--- src/rtl/s_compute_acoustivdy_pkg.sv ---
// Shared constants and FSM encoding for the acoustic vdy y-difference stage.
// Also imported by the multiplier wrapper and the bench.
package s_compute_acoustivdy_pkg;

  localparam int unsigned DefDataW = 14;
  localparam int unsigned DefCoefW = 8;
  localparam int unsigned DefDiffW = DefDataW + 1;

  typedef enum logic [1:0] {
    StIdle,
    StRun,
    StDrain,
    StDone
  } state_e;

  // Counter width that stays legal for a dimension of 1.
  function automatic int unsigned cnt_w(input int unsigned n);
    return (n > 1) ? $clog2(n) : 1;
  endfunction

endpackage

--- src/rtl/s_compute_acoustivdy_linebuf.sv ---
// One-row line buffer: single-port RAM, read-before-write, registered read data
// that holds while re_i is low so a stalled pipeline keeps its neighbour sample.
module s_compute_acoustivdy_linebuf
  import s_compute_acoustivdy_pkg::*;
#(
  parameter int unsigned NX     = 64,
  parameter int unsigned DATA_W = DefDataW,
  parameter int unsigned AddrW  = cnt_w(NX)
) (
  input  logic              clk_i,
  input  logic [AddrW-1:0]  addr_i,
  input  logic              re_i,
  input  logic              we_i,
  input  logic [DATA_W-1:0] wdata_i,
  output logic [DATA_W-1:0] rdata_o
);

  logic [DATA_W-1:0] mem [NX];
  logic [DATA_W-1:0] rdata_q;

  // Both assignments are non-blocking, so the read returns the pre-write word.
  always_ff @(posedge clk_i) begin
    if (re_i) begin
      rdata_q <= mem[addr_i];
    end
    if (we_i) begin
      mem[addr_i] <= wdata_i;
    end
  end

  assign rdata_o = rdata_q;

endmodule

--- src/rtl/s_compute_acoustivdy_diff.sv ---
// Streaming y-direction difference dp = p[y][x] - p[y-1][x] (zero neighbour on row 0),
// two-stage pipeline with a latched coefficient for the downstream vdy multiplier.
module s_compute_acoustivdy_diff
  import s_compute_acoustivdy_pkg::*;
#(
  parameter int unsigned NX     = 64,
  parameter int unsigned NY     = 64,
  parameter int unsigned DATA_W = DefDataW,
  parameter int unsigned COEF_W = DefCoefW
) (
  input  logic              ap_clk,
  input  logic              ap_rst_n,
  input  logic              ap_start,
  input  logic [COEF_W-1:0] coef,
  output logic              ap_idle,
  output logic              ap_done,
  input  logic [DATA_W-1:0] in_data,
  input  logic              in_valid,
  output logic              in_ready,
  output logic [DATA_W:0]   out_diff,
  output logic [COEF_W-1:0] out_coef,
  output logic              out_last,
  output logic              out_valid,
  input  logic              out_ready
);

  localparam int unsigned XW    = cnt_w(NX);
  localparam int unsigned YW    = cnt_w(NY);
  localparam int unsigned DiffW = DATA_W + 1;

  state_e state_q, state_d;

  logic [XW-1:0]     x_q, x_d;
  logic [YW-1:0]     y_q, y_d;
  logic [COEF_W-1:0] coef_q, coef_d;

  logic              s1_valid_q, s1_valid_d;
  logic [DATA_W-1:0] s1_data_q, s1_data_d;
  logic              s1_y0_q, s1_y0_d;
  logic              s1_last_q, s1_last_d;

  logic              out_valid_q, out_valid_d;
  logic [DiffW-1:0]  out_diff_q, out_diff_d;
  logic              out_last_q, out_last_d;

  logic              stall, advance, accept, last_accept, run_st, start_acc;
  logic [DATA_W-1:0] rd_data;
  logic [DiffW-1:0]  p_ext, nb_ext, diff;

  // Handshake and pipeline control
  assign stall       = out_valid_q && !out_ready;
  assign advance     = !stall;
  assign accept      = in_valid && in_ready;
  assign start_acc   = (state_q == StIdle) && ap_start;
  assign last_accept = (x_q == XW'(NX - 1)) && (y_q == YW'(NY - 1));

  // FSM: state register
  always_ff @(posedge ap_clk) begin
    if (!ap_rst_n) begin
      state_q <= StIdle;
    end else begin
      state_q <= state_d;
    end
  end

  // FSM: next state
  always_comb begin
    state_d = state_q;
    unique case (state_q)
      StIdle:  if (ap_start) state_d = StRun;
      StRun:   if (accept && last_accept) state_d = StDrain;
      StDrain: if (!s1_valid_q && out_valid_q && out_ready && out_last_q) state_d = StDone;
      StDone:  state_d = StIdle;
      default: state_d = StIdle;
    endcase
  end

  // FSM: outputs
  always_comb begin
    ap_idle = 1'b0;
    ap_done = 1'b0;
    run_st  = 1'b0;
    unique case (state_q)
      StIdle:  ap_idle = 1'b1;
      StRun:   run_st  = 1'b1;
      StDrain: ;
      StDone:  ap_done = 1'b1;
      default: ap_idle = 1'b1;
    endcase
  end

  assign in_ready = run_st && !stall;

  // Position counters and coefficient latch
  always_comb begin
    x_d    = x_q;
    y_d    = y_q;
    coef_d = coef_q;
    if (start_acc) begin
      x_d    = '0;
      y_d    = '0;
      coef_d = coef;
    end else if (accept) begin
      if (x_q == XW'(NX - 1)) begin
        x_d = '0;
        y_d = last_accept ? '0 : y_q + YW'(1);
      end else begin
        x_d = x_q + XW'(1);
      end
    end
  end

  always_ff @(posedge ap_clk) begin
    if (!ap_rst_n) begin
      x_q    <= '0;
      y_q    <= '0;
      coef_q <= '0;
    end else begin
      x_q    <= x_d;
      y_q    <= y_d;
      coef_q <= coef_d;
    end
  end

  // Stage 1: sample register alongside the line-buffer read
  s_compute_acoustivdy_linebuf #(
    .NX     (NX),
    .DATA_W (DATA_W),
    .AddrW  (XW)
  ) u_linebuf (
    .clk_i   (ap_clk),
    .addr_i  (x_q),
    .re_i    (advance),
    .we_i    (accept),
    .wdata_i (in_data),
    .rdata_o (rd_data)
  );

  always_comb begin
    s1_valid_d = s1_valid_q;
    s1_data_d  = s1_data_q;
    s1_y0_d    = s1_y0_q;
    s1_last_d  = s1_last_q;
    if (advance) begin
      s1_valid_d = accept;
      s1_data_d  = in_data;
      s1_y0_d    = (y_q == '0);
      s1_last_d  = accept && last_accept;
    end
  end

  // Stage 2: exact signed subtract one bit wider than the samples
  assign p_ext  = {s1_data_q[DATA_W-1], s1_data_q};
  assign nb_ext = s1_y0_q ? '0 : {rd_data[DATA_W-1], rd_data};
  assign diff   = p_ext - nb_ext;

  always_comb begin
    out_valid_d = out_valid_q;
    out_diff_d  = out_diff_q;
    out_last_d  = out_last_q;
    if (advance) begin
      out_valid_d = s1_valid_q;
      out_last_d  = s1_valid_q && s1_last_q;
      if (s1_valid_q) begin
        out_diff_d = diff;
      end
    end
  end

  always_ff @(posedge ap_clk) begin
    if (!ap_rst_n) begin
      s1_valid_q  <= 1'b0;
      s1_data_q   <= '0;
      s1_y0_q     <= 1'b0;
      s1_last_q   <= 1'b0;
      out_valid_q <= 1'b0;
      out_diff_q  <= '0;
      out_last_q  <= 1'b0;
    end else begin
      s1_valid_q  <= s1_valid_d;
      s1_data_q   <= s1_data_d;
      s1_y0_q     <= s1_y0_d;
      s1_last_q   <= s1_last_d;
      out_valid_q <= out_valid_d;
      out_diff_q  <= out_diff_d;
      out_last_q  <= out_last_d;
    end
  end

  assign out_valid = out_valid_q;
  assign out_diff  = out_diff_q;
  assign out_last  = out_last_q;
  assign out_coef  = coef_q;

endmodule
--- config.mk ---
export PLATFORM = sky130hd
export DESIGN_NAME = s_compute_acoustivdy_diff
export DESIGN_NICKNAME = d
export VERILOG_FILES = /design/src/rtl/s_compute_acoustivdy_pkg.sv /design/src/rtl/s_compute_acoustivdy_linebuf.sv /design/src/rtl/s_compute_acoustivdy_diff.sv
export SDC_FILE = /design/constraint.sdc
export NUM_CORES = 1
export LEC_CHECK = 0
export BUFFER_PORTS_ARGS = -buffer_cell sky130_fd_sc_hd__buf_2
export CAP_MARGIN = 25
export CORE_ASPECT_RATIO = 1.4
export CORE_MARGIN = 2
export CORE_UTILIZATION = 61
export CTS_BUF_LIST = sky130_fd_sc_hd__clkbuf_4 sky130_fd_sc_hd__clkbuf_8
export CTS_CLUSTER_DIAMETER = 50
export CTS_CLUSTER_SIZE = 8
export DETAILED_ROUTE_END_ITERATION = 7
export PLACE_DENSITY_LB_ADDON = 0.05
export REMOVE_ABC_BUFFERS = 1
export SETUP_SLACK_MARGIN = 0.05
export SYNTH_ARGS = -nofsm -noshare
export SYNTH_HDL_FRONTEND = slang
export SYNTH_HIERARCHICAL = 1
export SYNTH_SLANG_ARGS = --single-unit
--- constraint.sdc ---
create_clock -name ap_clk -period 9.4 [get_ports ap_clk]
set_clock_uncertainty 0.15 [all_clocks]
set_input_delay 0.47 -clock ap_clk [delete_from_list [all_inputs] [get_ports ap_clk]]
set_output_delay 0.47 -clock ap_clk [all_outputs]
set_load 0.005 [all_outputs]
Yosys cells after proc, flatten, opt, wreduce, memory -nomap -nowiden
Memory sizes are Yosys's and may differ from the RTL's. A register that Yosys moved wholly into a read port is not among the register bits. Cells that the tools add are included.

Register bits: 56. RAM bits: 896. Output and inout port bits: 28. Logic and storage cells: 57. Memories kept: 1.

Memories: u_linebuf.mem (words 64, bits a word 14, read ports 1, clocked after memory_dff 1, write ports 1, line s_compute_acoustivdy_linebuf.sv:18) `logic [DATA_W-1:0] mem [NX];`.

Add/subtract/negate cells: 3. Equality and inequality tests: 8. Mux-type cells: 12. Bitwise logic cells: 2. Reduce and logical (&&, ||, !) cells: 20.

Operators with widths (number): $mux 15 (1); $sub 15x15->15 (1); $add 6x1->6 const B (2); $eq 6x6->1 const B (2); $mux 6 (2); $logic_and 1x1->1 (10); $pmux 2 s4 (1); $logic_not 6->1 (1); $mux 2 (3); $ne 2x2->1 const B (3); $mux 1 (5); $eq 2x2->1 const B (2); $logic_not 1->1 (4); $reduce_and 2->1 (2); $reduce_and 3->1 (1); $eq 2x1->1 const B (1); $logic_not 2->1 (1); $not 1->1 (2); $reduce_or 2->1 (1).

Depth between registers and ports, before layout
Depth in word-level cells: 8. Depth in mapped cells: 10.

By module
The synthesis kept the hierarchy.

By module, submodules not included: s_compute_acoustivdy_linebuf (instances 1, cells each 2002, area each 34899.7 µm²); s_compute_acoustivdy_diff (instances 1, cells each 380, area each 3015.4 µm²).

Worst setup path before layout
Ideal clock, no wire load.

Path kind: reg2reg. Start: register x_q[2]. End: memory u_linebuf/mem[12][0] (netlist name), enable pin. Arrival time: 2.403 ns. Setup slack: 6.462 ns. Stages on the path, launching flop included: 9. Cells stage by stage: dfxtp_1 > buf_4 > buf_4 > buf_4 > buf_4 > buf_2 > buf_2 > nand3_1 > nor2_1.

RTL lines: from (decl) (line s_compute_acoustivdy_diff.sv:33) `logic [XW-1:0] x_q, x_d;`; from (signal assigned) (line s_compute_acoustivdy_diff.sv:115) `x_q <= '0;`; from (signal assigned) (line s_compute_acoustivdy_diff.sv:119) `x_q <= x_d;`; to (decl) (line s_compute_acoustivdy_linebuf.sv:18).

Straight into the memory's write port.

==> impl_metrics.yaml <==
run_status:
  status: "finished clean"
cts:
  cts_setup_buffers: 0
  cts_sinks: 966
  htreeDepth: 4
  clkLatencyLatePin_ps: 810
  path_clk_slew_ps: 60
  cts_buffers: 139
  postCtsResizedCells: 0
  cts_tree: "yes"
  root_buffer: "clkbuf_8"
  max-clock-path-buffers: 3
route:
  first_pass_iters: 8
  via_per_inst: 7.06
  drc: 0
  wl_per_cell_um: 33.1
  drtIter0Drc: 3146
  routed_wl_mm: 112
  via_count: 23900
  antenna_left: 0
floorplanning:
  dieArea_mm2: 0.0642
  chipHeight_um: 299
  io-pin-count: 55
  row_count: 108
  start_util_pct: 61.4
  die_x_um: 215
  core_area_mm2: 0.0618
timing:
  tns_ps: 0
  tightest_slew_ps: 1140
  hold_violations: 0
  relSlewSlack_pct: 23.3
  fin_crit_ps: 4670
  drv_slew: 0
  timing.final.crit_share_pct: 49.7
  setup_viol: 0
  holdWs_ps: 81.4
  rsz0062_at_grt: "no"
  clock.fmax_ghz: 0.214
cells_and_area:
  layout.nets: 2583
  syn2layout_area_growth_pct: 10.2
  fillerInstances: 4298
  drive_above_1_share_pct: 17.3
synthesis:
  synth_cell_type_count: 78
  synth-seq-area-share_pct: 75.0
  async_flop_share_pct: 0
  synthCells: 2382
  synth_edf_count: 910
  syn_area_per_cell_um2: 15.9
  ys_warn_count: 6
  synthFlopType: "edfxtp_1"
  syn_area_mm2: 0.0379
  ys_seq_elements: 966
global_routing:
  grt_max_degree: 66
  track_usage_pct: 35.2
  grt_overflow: 0
  grt_pass1_vias: 23200
  grt_pass1_wl_mm: 161
  antenna_found_initial: 5
setup_path:
  path_max_fanout: 35
  slowest_stage: "dfxtp_4"
  path_class: "reg -> reg"
  cp_cell_sequence: "buf_4, inv_2, buf_4, buf_4, a221oi_1, nor2_1, o21ai_0, nand4_1, or4_1"
  critPathMostFrequentCell: "buf_4"
  arrival_ps: 5060
  critPathCaptureType: "flip-flop"
  required_ps: 9790
  max_stage_delay_ps: 690
  critPathLaunchType: "flip-flop"
place:
  io_buffers: 54
  hpwl_mm: 65.1
  gp_congestion: 0.881
pwr:
  powerDensity_mw_per_mm2: 202
  power_leakage_uw: 0.0132
  vdd_drop_max_mv: 0.129
  power_uw: 8420
job:
  cap_violations: 0
worst_hold_path:
  worst_hold_path_type: "in -> reg"
-- sequential cells by signal, indices dropped and copies added (netlist names) --
signal	count
s1_y0_q	1
x_q	6
out_valid	1
u_linebuf/mem	896
out_diff	15
s1_last_q	1
out_last	1
y_q	6
s1_data_q	14
state_q	2
out_coef	8
u_linebuf/rdata_o	14
s1_valid_q	1
-- Yosys cell counts (22+ instances only) --
cell | number | share of area (%)
o22ai_1 | 51 | 0.84
mux2i_1 | 88 | 2.3
a22oi_1 | 141 | 2.8
clkbuf_1 | 72 | 0.71
o221ai_1 | 22 | 0.51
a21oi_1 | 99 | 1.3
nand2_1 | 118 | 1.2
dfxtp_1 | 56 | 3.0
buf_2 | 62 | 0.82
nor3_1 | 29 | 0.38
nand3_1 | 40 | 0.53
edfxtp_1 | 910 | 72
ha_1 | 23 | 0.76
o21ai_0 | 72 | 0.95
nor2_1 | 146 | 1.4
a221oi_1 | 133 | 3.1
mux2_2 | 46 | 1.4
-- stage by stage --
stage	setup slack (ps)	area, um2	utilization, %	std cells
final	4730	41800	67.6	3391
after global placement	4940	39300	63.6	3192
after floorplan	-503	37100	-	2216
after detailed placement	4930	39300	63.6	3194
after CTS	4910	41700	67.5	3386
after global routing	4780	41800	67.6	3391
-- area by class of cell --
cell class                 instances  area (um2)  area share, %
timing repair buffer             175        1260           3.02
sequential                       966       28500           68.1
clock inverter                    10         101          0.243
inverter                          17        63.8          0.153
tap                              825        1030           2.47
clock buffer                     164        2130           5.09
antenna                            1        2.50        0.00599
multi-input combinational       1233        8720           20.9
-- routing by layer --
metal  share of wire [%]  routed length [um]  global-route usage, %
met1                  36               40700                   46.1
met2                  47               53200                   55.2
met5               0.079                  89                      0
met3                  10               11700                   8.27
met4                 5.7                6430                   19.1
-- logic make-up after synthesis --
family                   count (synthesis)  share of synthesized area [%]
flip-flops                             966                           75.0
AO/OA/AOI/OAI                          624                           11.8
AND/OR/NAND/NOR                        422                           5.17
buffers and inverters                  183                           2.25
multiplexers                           151                           4.67
adder cells (fa/ha/maj)                 24                          0.812
XOR/XNOR                                12                          0.277
-- worst max-delay path: cells and delay by family, from the launching register on --
family / cells / cell delay (ps)
buf+inv: 4 / 1650
simple gates: 3 / 950
flops: 1 / 690
compound gates: 2 / 860
-- where the power goes --
part / switching (uW) / internal, uW / total [uW]
sequential: 43.5 / 4760 / 4800
combinational: 460 / 203 / 663
clock: 1480 / 1480 / 2960
-- path summary, 6_finish.rpt --
kind,slack [ps],cells past startpoint,endpoint,from
min reg2reg,300,2,out_diff[4]$_SDFFE_PN0P_,out_diff[4]$_SDFFE_PN0P_
max,4730,9,u_linebuf/rdata_o[9]$_DFFE_PP_,x_q[1]$_SDFFE_PP0N_
max reg2reg,4730,9,u_linebuf/rdata_o[9]$_DFFE_PP_,x_q[1]$_SDFFE_PP0N_
min,80,4,x_q[1]$_SDFFE_PP0N_,in_valid
-- cell usage in the layout (no fill, tap or decap), types with 51 or more instances in the layout --
master	synthesis	final
edfxtp_1	910	910
clkbuf_8	0	143
a22oi_1	141	141
a221oi_1	133	133
nor2_1	146	120
nand2_1	118	118
a21oi_1	99	99
buf_4	16	98
mux2i_1	88	88
o21ai_0	72	72
buf_2	62	54
dfxtp_1	56	53
o22ai_1	51	51
-- what timing repair did --
| action | CTS | global route |
|---|---|---|
| hold endpoints to repair | 37 | 0 |
| setup endpoints to repair | 0 | 0 |
| hold buffers | 18 | 0 |
No activity file was read; power rests on OpenSTA's default activity.
